<file path="src/rtl/enemy_controller.sv">
// Per-enemy AI sequencer: idles, chases the player horizontally, attacks in range,
// then cools down. Everything advances only on enabled frame ticks.
module enemy_controller #(
  parameter logic [7:0] X_INIT          = 8'd120,
  parameter logic [7:0] Y_INIT          = 8'd160,
  parameter logic [7:0] X_MIN           = 8'd8,
  parameter logic [7:0] X_MAX           = 8'd232,
  parameter logic [7:0] ATTACK_RANGE    = 8'd12,
  parameter int         STEP_FRAMES     = 4,
  parameter int         IDLE_FRAMES     = 16,
  parameter int         COOLDOWN_FRAMES = 8
) (
  input  logic       Clk,
  input  logic       Reset,
  input  logic       frame_tick,
  input  logic       enable,
  input  logic [7:0] player_x,
  output logic [7:0] enemy_x,
  output logic [7:0] enemy_y,
  output logic [1:0] behavior,
  output logic       is_left,
  output logic [1:0] period,
  output logic       attack_hit
);

  localparam int AW = $clog2(STEP_FRAMES + 1);
  localparam int WMAX = (IDLE_FRAMES > COOLDOWN_FRAMES) ? IDLE_FRAMES : COOLDOWN_FRAMES;
  localparam int WW = $clog2(WMAX + 1);
  localparam logic [AW-1:0] ANIM_LAST = AW'(STEP_FRAMES - 1);
  localparam logic [WW-1:0] IDLE_LAST = WW'(IDLE_FRAMES - 1);
  localparam logic [WW-1:0] COOL_LAST = WW'(COOLDOWN_FRAMES - 1);

  typedef enum logic [1:0] {IDLE, WALK, ATTACK, COOLDOWN} state_t;

  state_t        r_state, w_state_nxt;
  logic [7:0]    r_x, w_x_nxt;
  logic [1:0]    r_beh, w_beh_nxt;
  logic          r_left, w_left_nxt;
  logic [1:0]    r_period, w_period_nxt;
  logic [AW-1:0] r_anim, w_anim_nxt;
  logic [WW-1:0] r_wait, w_wait_nxt;
  logic          r_hit, w_hit_nxt;

  logic          w_tick;
  logic [8:0]    w_dist;
  logic          w_near;
  logic          w_anim_wrap;

  assign w_tick      = frame_tick & enable;
  assign w_dist      = (player_x >= r_x) ? ({1'b0, player_x} - {1'b0, r_x})
                                         : ({1'b0, r_x} - {1'b0, player_x});
  assign w_near      = (w_dist <= {1'b0, ATTACK_RANGE});
  assign w_anim_wrap = (r_anim == ANIM_LAST);

  always_comb begin
    w_state_nxt  = r_state;
    w_x_nxt      = r_x;
    w_left_nxt   = r_left;
    w_period_nxt = r_period;
    w_anim_nxt   = r_anim;
    w_wait_nxt   = r_wait;
    w_hit_nxt    = 1'b0;
    if (w_tick) begin
      case (r_state)
        IDLE: begin
          if (r_wait == IDLE_LAST) begin
            w_wait_nxt   = '0;
            w_state_nxt  = w_near ? ATTACK : WALK;
            w_anim_nxt   = '0;
            w_period_nxt = 2'd0;
          end else begin
            w_wait_nxt = r_wait + 1'b1;
          end
        end
        WALK: begin
          if (w_near) begin
            w_state_nxt  = ATTACK;
            w_anim_nxt   = '0;
            w_period_nxt = 2'd0;
          end else begin
            w_left_nxt = (player_x < r_x);
            // At a bound the enemy holds position but keeps walking in place.
            if (player_x > r_x && r_x < X_MAX) w_x_nxt = r_x + 8'd1;
            else if (player_x < r_x && r_x > X_MIN) w_x_nxt = r_x - 8'd1;
            if (w_anim_wrap) begin
              w_anim_nxt   = '0;
              w_period_nxt = r_period + 2'd1;
            end else begin
              w_anim_nxt = r_anim + 1'b1;
            end
          end
        end
        ATTACK: begin
          if (w_anim_wrap) begin
            w_anim_nxt = '0;
            if (r_period == 2'd3) begin
              w_state_nxt  = COOLDOWN;
              w_period_nxt = 2'd0;
            end else begin
              w_period_nxt = r_period + 2'd1;
              w_hit_nxt    = (r_period == 2'd1);
            end
          end else begin
            w_anim_nxt = r_anim + 1'b1;
          end
        end
        COOLDOWN: begin
          if (r_wait == COOL_LAST) begin
            w_wait_nxt   = '0;
            w_state_nxt  = WALK;
            w_anim_nxt   = '0;
            w_period_nxt = 2'd0;
          end else begin
            w_wait_nxt = r_wait + 1'b1;
          end
        end
        default: w_state_nxt = IDLE;
      endcase
    end
  end

  always_comb begin
    w_beh_nxt = 2'd0;
    case (w_state_nxt)
      WALK:    w_beh_nxt = 2'd1;
      ATTACK:  w_beh_nxt = 2'd2;
      default: w_beh_nxt = 2'd0;
    endcase
  end

  always_ff @(posedge Clk) begin
    if (Reset) begin
      r_state  <= IDLE;
      r_x      <= X_INIT;
      r_beh    <= 2'd0;
      r_left   <= 1'b0;
      r_period <= 2'd0;
      r_anim   <= '0;
      r_wait   <= '0;
      r_hit    <= 1'b0;
    end else begin
      r_state  <= w_state_nxt;
      r_x      <= w_x_nxt;
      r_beh    <= w_beh_nxt;
      r_left   <= w_left_nxt;
      r_period <= w_period_nxt;
      r_anim   <= w_anim_nxt;
      r_wait   <= w_wait_nxt;
      r_hit    <= w_hit_nxt;
    end
  end

  assign enemy_x    = r_x;
  assign enemy_y    = Y_INIT;
  assign behavior   = r_beh;
  assign is_left    = r_left;
  assign period     = r_period;
  assign attack_hit = r_hit;

endmodule

</file>
<file path="config.mk">
export PLATFORM = sky130hd
export DESIGN_NAME = enemy_controller
export DESIGN_NICKNAME = d
export VERILOG_FILES = /design/src/rtl/enemy_controller.sv
export SDC_FILE = /design/constraint.sdc
export NUM_CORES = 1
export LEC_CHECK = 0
export BUFFER_PORTS_ARGS = -buffer_cell sky130_fd_sc_hd__buf_2
export CORE_MARGIN = 8
export CORE_UTILIZATION = 30
export DETAILED_ROUTE_END_ITERATION = 10
export GPL_TIMING_DRIVEN = 1
export PLACE_DENSITY_LB_ADDON = 0.1
export SKIP_CTS_REPAIR_TIMING = 1
export SKIP_LAST_GASP = 1
export SYNTH_ARGS = -nofsm -noshare
export SYNTH_HDL_FRONTEND = slang
export SYNTH_SLANG_ARGS = --single-unit
</file>
<file path="constraint.sdc">
create_clock -name Clk -period 4 [get_ports Clk]
set_input_delay 0.4 -clock Clk [delete_from_list [all_inputs] [get_ports Clk]]
set_output_delay 0.4 -clock Clk [all_outputs]
set_load 0.02 [all_outputs]
</file>
==> impl_metrics.csv <==
group,metric,value,unit
sta,slew_headroom,0.5292,
sta,finalSetupViolations,0,
routing,routed_wl,6.417,mm
worst_setup_path,start_kind,"flop",
synthesis,synth_area_per_cell,8.089,um2
cts,cts_tree,"yes",
finish,n_antenna_cell,0,
finish,nNetsFinal,382,
synthesis,async_flop_share,0,
synthesis,synth_cell_types,58,
die,rows,33,
placement,io_buffers,25,
run,maxCapViolCount,0,
cts,clkSlewWorstSetupHoldPaths,90,ps
synthesis,ys_ff_latch,24,
synthesis,synth-edff-count,0,
synthesis,synth_fa_ha_area_frac,0.1891,
routing,wl_per_cell,14.62,um
placement,hpwlAfterDp,5.348,mm
routing,vias_per_cell,5.032,
finish,layout_commonest_cell,"inv_1",
global_routing,antenna_found_initial,0,
worst_setup_path,cp.arrival,3810,ps
global_routing,grt_first_pass_wirelength,10.77,mm
power_and_ir_drop,p_int,0.3823,mW
global_routing,grtUsageTotal,0.1147,
sta,fmax,274.3,MHz
power_and_ir_drop,powerDensity,196.9,nW/um2
finish,drive_above_1_share,0.1677,
die,coreArea,8051,um2
power_and_ir_drop,p_comb_frac,0.250,
cts,cts_max_path_buffers,2,
synthesis,synth_ff_type,"dfxtp_1",
die,dieHeight,106.1,um
die,ios,34,
sta,post-route-period-util,0.9116,
finish,syn_to_final_growth,13.77,%
global_routing,grt_overflow,0,
sta,hold_viol,0,
worst_setup_path,cp-end-kind,"flop",
synthesis,yosysTopAreaCellShare,0.1973,
power_and_ir_drop,ir_drop,103.7,uV
hold_path,hp-class,"flop to flop",
synthesis,synth_top_family_by_area,"compound AO/OA/AOI/OAI gates",
cts,cts-htree-levels,1,
power_and_ir_drop,power.switching,0.1632,mW
synthesis,synth-seq-area-share,0.1973,
cts,worstSkewPairLatency,270,ps
worst_setup_path,criticalPathCategory,"flop to flop",
synthesis,muxShareOfSynthArea,0.008222,
power_and_ir_drop,swShare,0.2992,
synthesis,synth_simple_gate_area_share,0.1891,
sta,worst_pin_slew,700.2,ps
die,die-area,11260,um2
power_and_ir_drop,p_leak,1.209,nW
power_and_ir_drop,pwr-share-clk,0.306,
global_routing,grt_pass1_vias,2161,
sta,fin_worst_skew,3.767,ps
cts,root_buffer,"clkbuf_8",
cts,cts_buffers,3,
synthesis,synth_area_leader_cell,"dfxtp_1",
routing,drt_first_iter_violations,115,
routing,antenna_left,0,
synthesis,synth-compound-area-share,0.2770,
routing,vias,2209,
cts,clkSinkCount,24,
outcome,status,"finished, final reports clean",
synthesis,synth_area,2435,um2
sta,whs,447.2,ps
sta,finalMaxSlewViolations,0,
sta,setup_tns,0,ps
routing,drc_errors,0,
routing,firstDrtPassIters,4,
worst_setup_path,crit_fanout,7,
finish,num-fill-cells,850,
sta,rsz0062_at_grt,"false",
die,initial_core_util,0.3024,
synthesis,synthCells,301,
placement,place_congestion,0.8713,
worst_setup_path,worst-endpoint-required,4170,ps
synthesis,synth_area_leaders,"dfxtp_1, ha_1, inv_1, a21oi_1, xnor2_1",
die,die_w,106.1,um
synthesis,yosys_warnings,0,
synthesis,synthXorXnorAreaFrac,0.04317,
sta,min_period,3646,ps
power_and_ir_drop,seqPwrFrac,0.444,
finish,final_cell_mix,"inv_1, ha_1, buf_2",
global_routing,grt_start_max_net_pins,19,
## power groups by stage
stage	Sequential (mW)	Combinational (mW)	Clock, mW
after global routing	0.242	0.153	0.185
after floorplan	0.247	0.109	0
final	0.242	0.136	0.167
after detailed placement	0.248	0.136	0
after CTS	0.242	0.136	0.177
after global placement	0.248	0.137	0
## final timing paths
check / start / end / slack, ps / cells after the start
max: enemy_x[3] / enemy_x[7] / 350 / 14
max reg2reg: enemy_x[3] / enemy_x[7] / 350 / 14
min reg2reg: r_anim[2] / r_anim[2] / 450 / 2
min: r_anim[2] / r_anim[2] / 450 / 2
## stage by stage
step	setup WS [ps]	power, mW	cell area (um2)	utilization	std cells
after floorplan	274.0	0.3557	2457	-	307
after global placement	135.2	0.3844	2709	0.3364	435
after detailed placement	68.53	0.3832	2709	0.3364	435
after CTS	197.2	0.5549	2764	0.3433	439
after global routing	54.26	0.5805	2770	0.3441	439
final	353.8	0.5456	2770	0.3441	439
## critical path: stages, from the launching register on
cell and delay [ps]:
dfxtp_1 410, ha_1 330, a21o_1 220, a21o_1 210, o32ai_1 390, nor3_2 130
inv_1 240, ha_1 280, a21oi_1 170, o21ai_0 150, a2111oi_1 370, nor3_1 140
xnor2_1 200, a311oi_1 120, a31o_1 200
## layout make-up
| class | count | area [um2] | area share |
|---|---|---|---|
| sequential | 24 | 480.5 | 0.1734 |
| inverter | 33 | 123.9 | 0.04472 |
| clock buffer | 4 | 55.05 | 0.01987 |
| multi-input combinational | 235 | 1757 | 0.6341 |
| tap | 105 | 131.4 | 0.04743 |
| timing repair buffer | 38 | 222.7 | 0.08040 |
## Yosys cell counts (all sizes together), types with 4 or more instances
master   number
clkbuf        4
o21a          5
nand3        10
a2111oi       5
a21o          6
a21oi        22
nor3         12
nor2b         5
o211ai        7
nor2         21
buf          11
dfxtp        24
a211oi        4
nand2        15
ha           32
xnor2        10
inv          33
o21ai        16
## routing by layer
| metal | up-vias | wire, um | track usage |
|---|---|---|---|
| met4 | 0 | 38 | 0.02111 |
| met2 | 34 | 3031 | 0.1935 |
| met3 | 4 | 179 | 0.01573 |
| met1 | 1032 | 3168 | 0.1528 |
| li1 | 1139 | - | - |
| met5 | - | 0 | 0 |
## flip-flops by register name, summed over array words and instances (netlist names)
| register | cells |
|---|---|
| period | 2 |
| r_anim | 3 |
| behavior | 2 |
| attack_hit | 1 |
| is_left | 1 |
| r_state | 2 |
| enemy_x | 8 |
| r_wait | 5 |
## cell families after synthesis
logic type                 Yosys count
AOI/OAI and AO/OA                   91
xor gates and xnor gates            12
adders and majority gates           35
buffers and inverters               48
DFF                                 24
muxes                                2
other                                2
and+or+nand+nor                     87
Power figures use the tool's default switching activity.
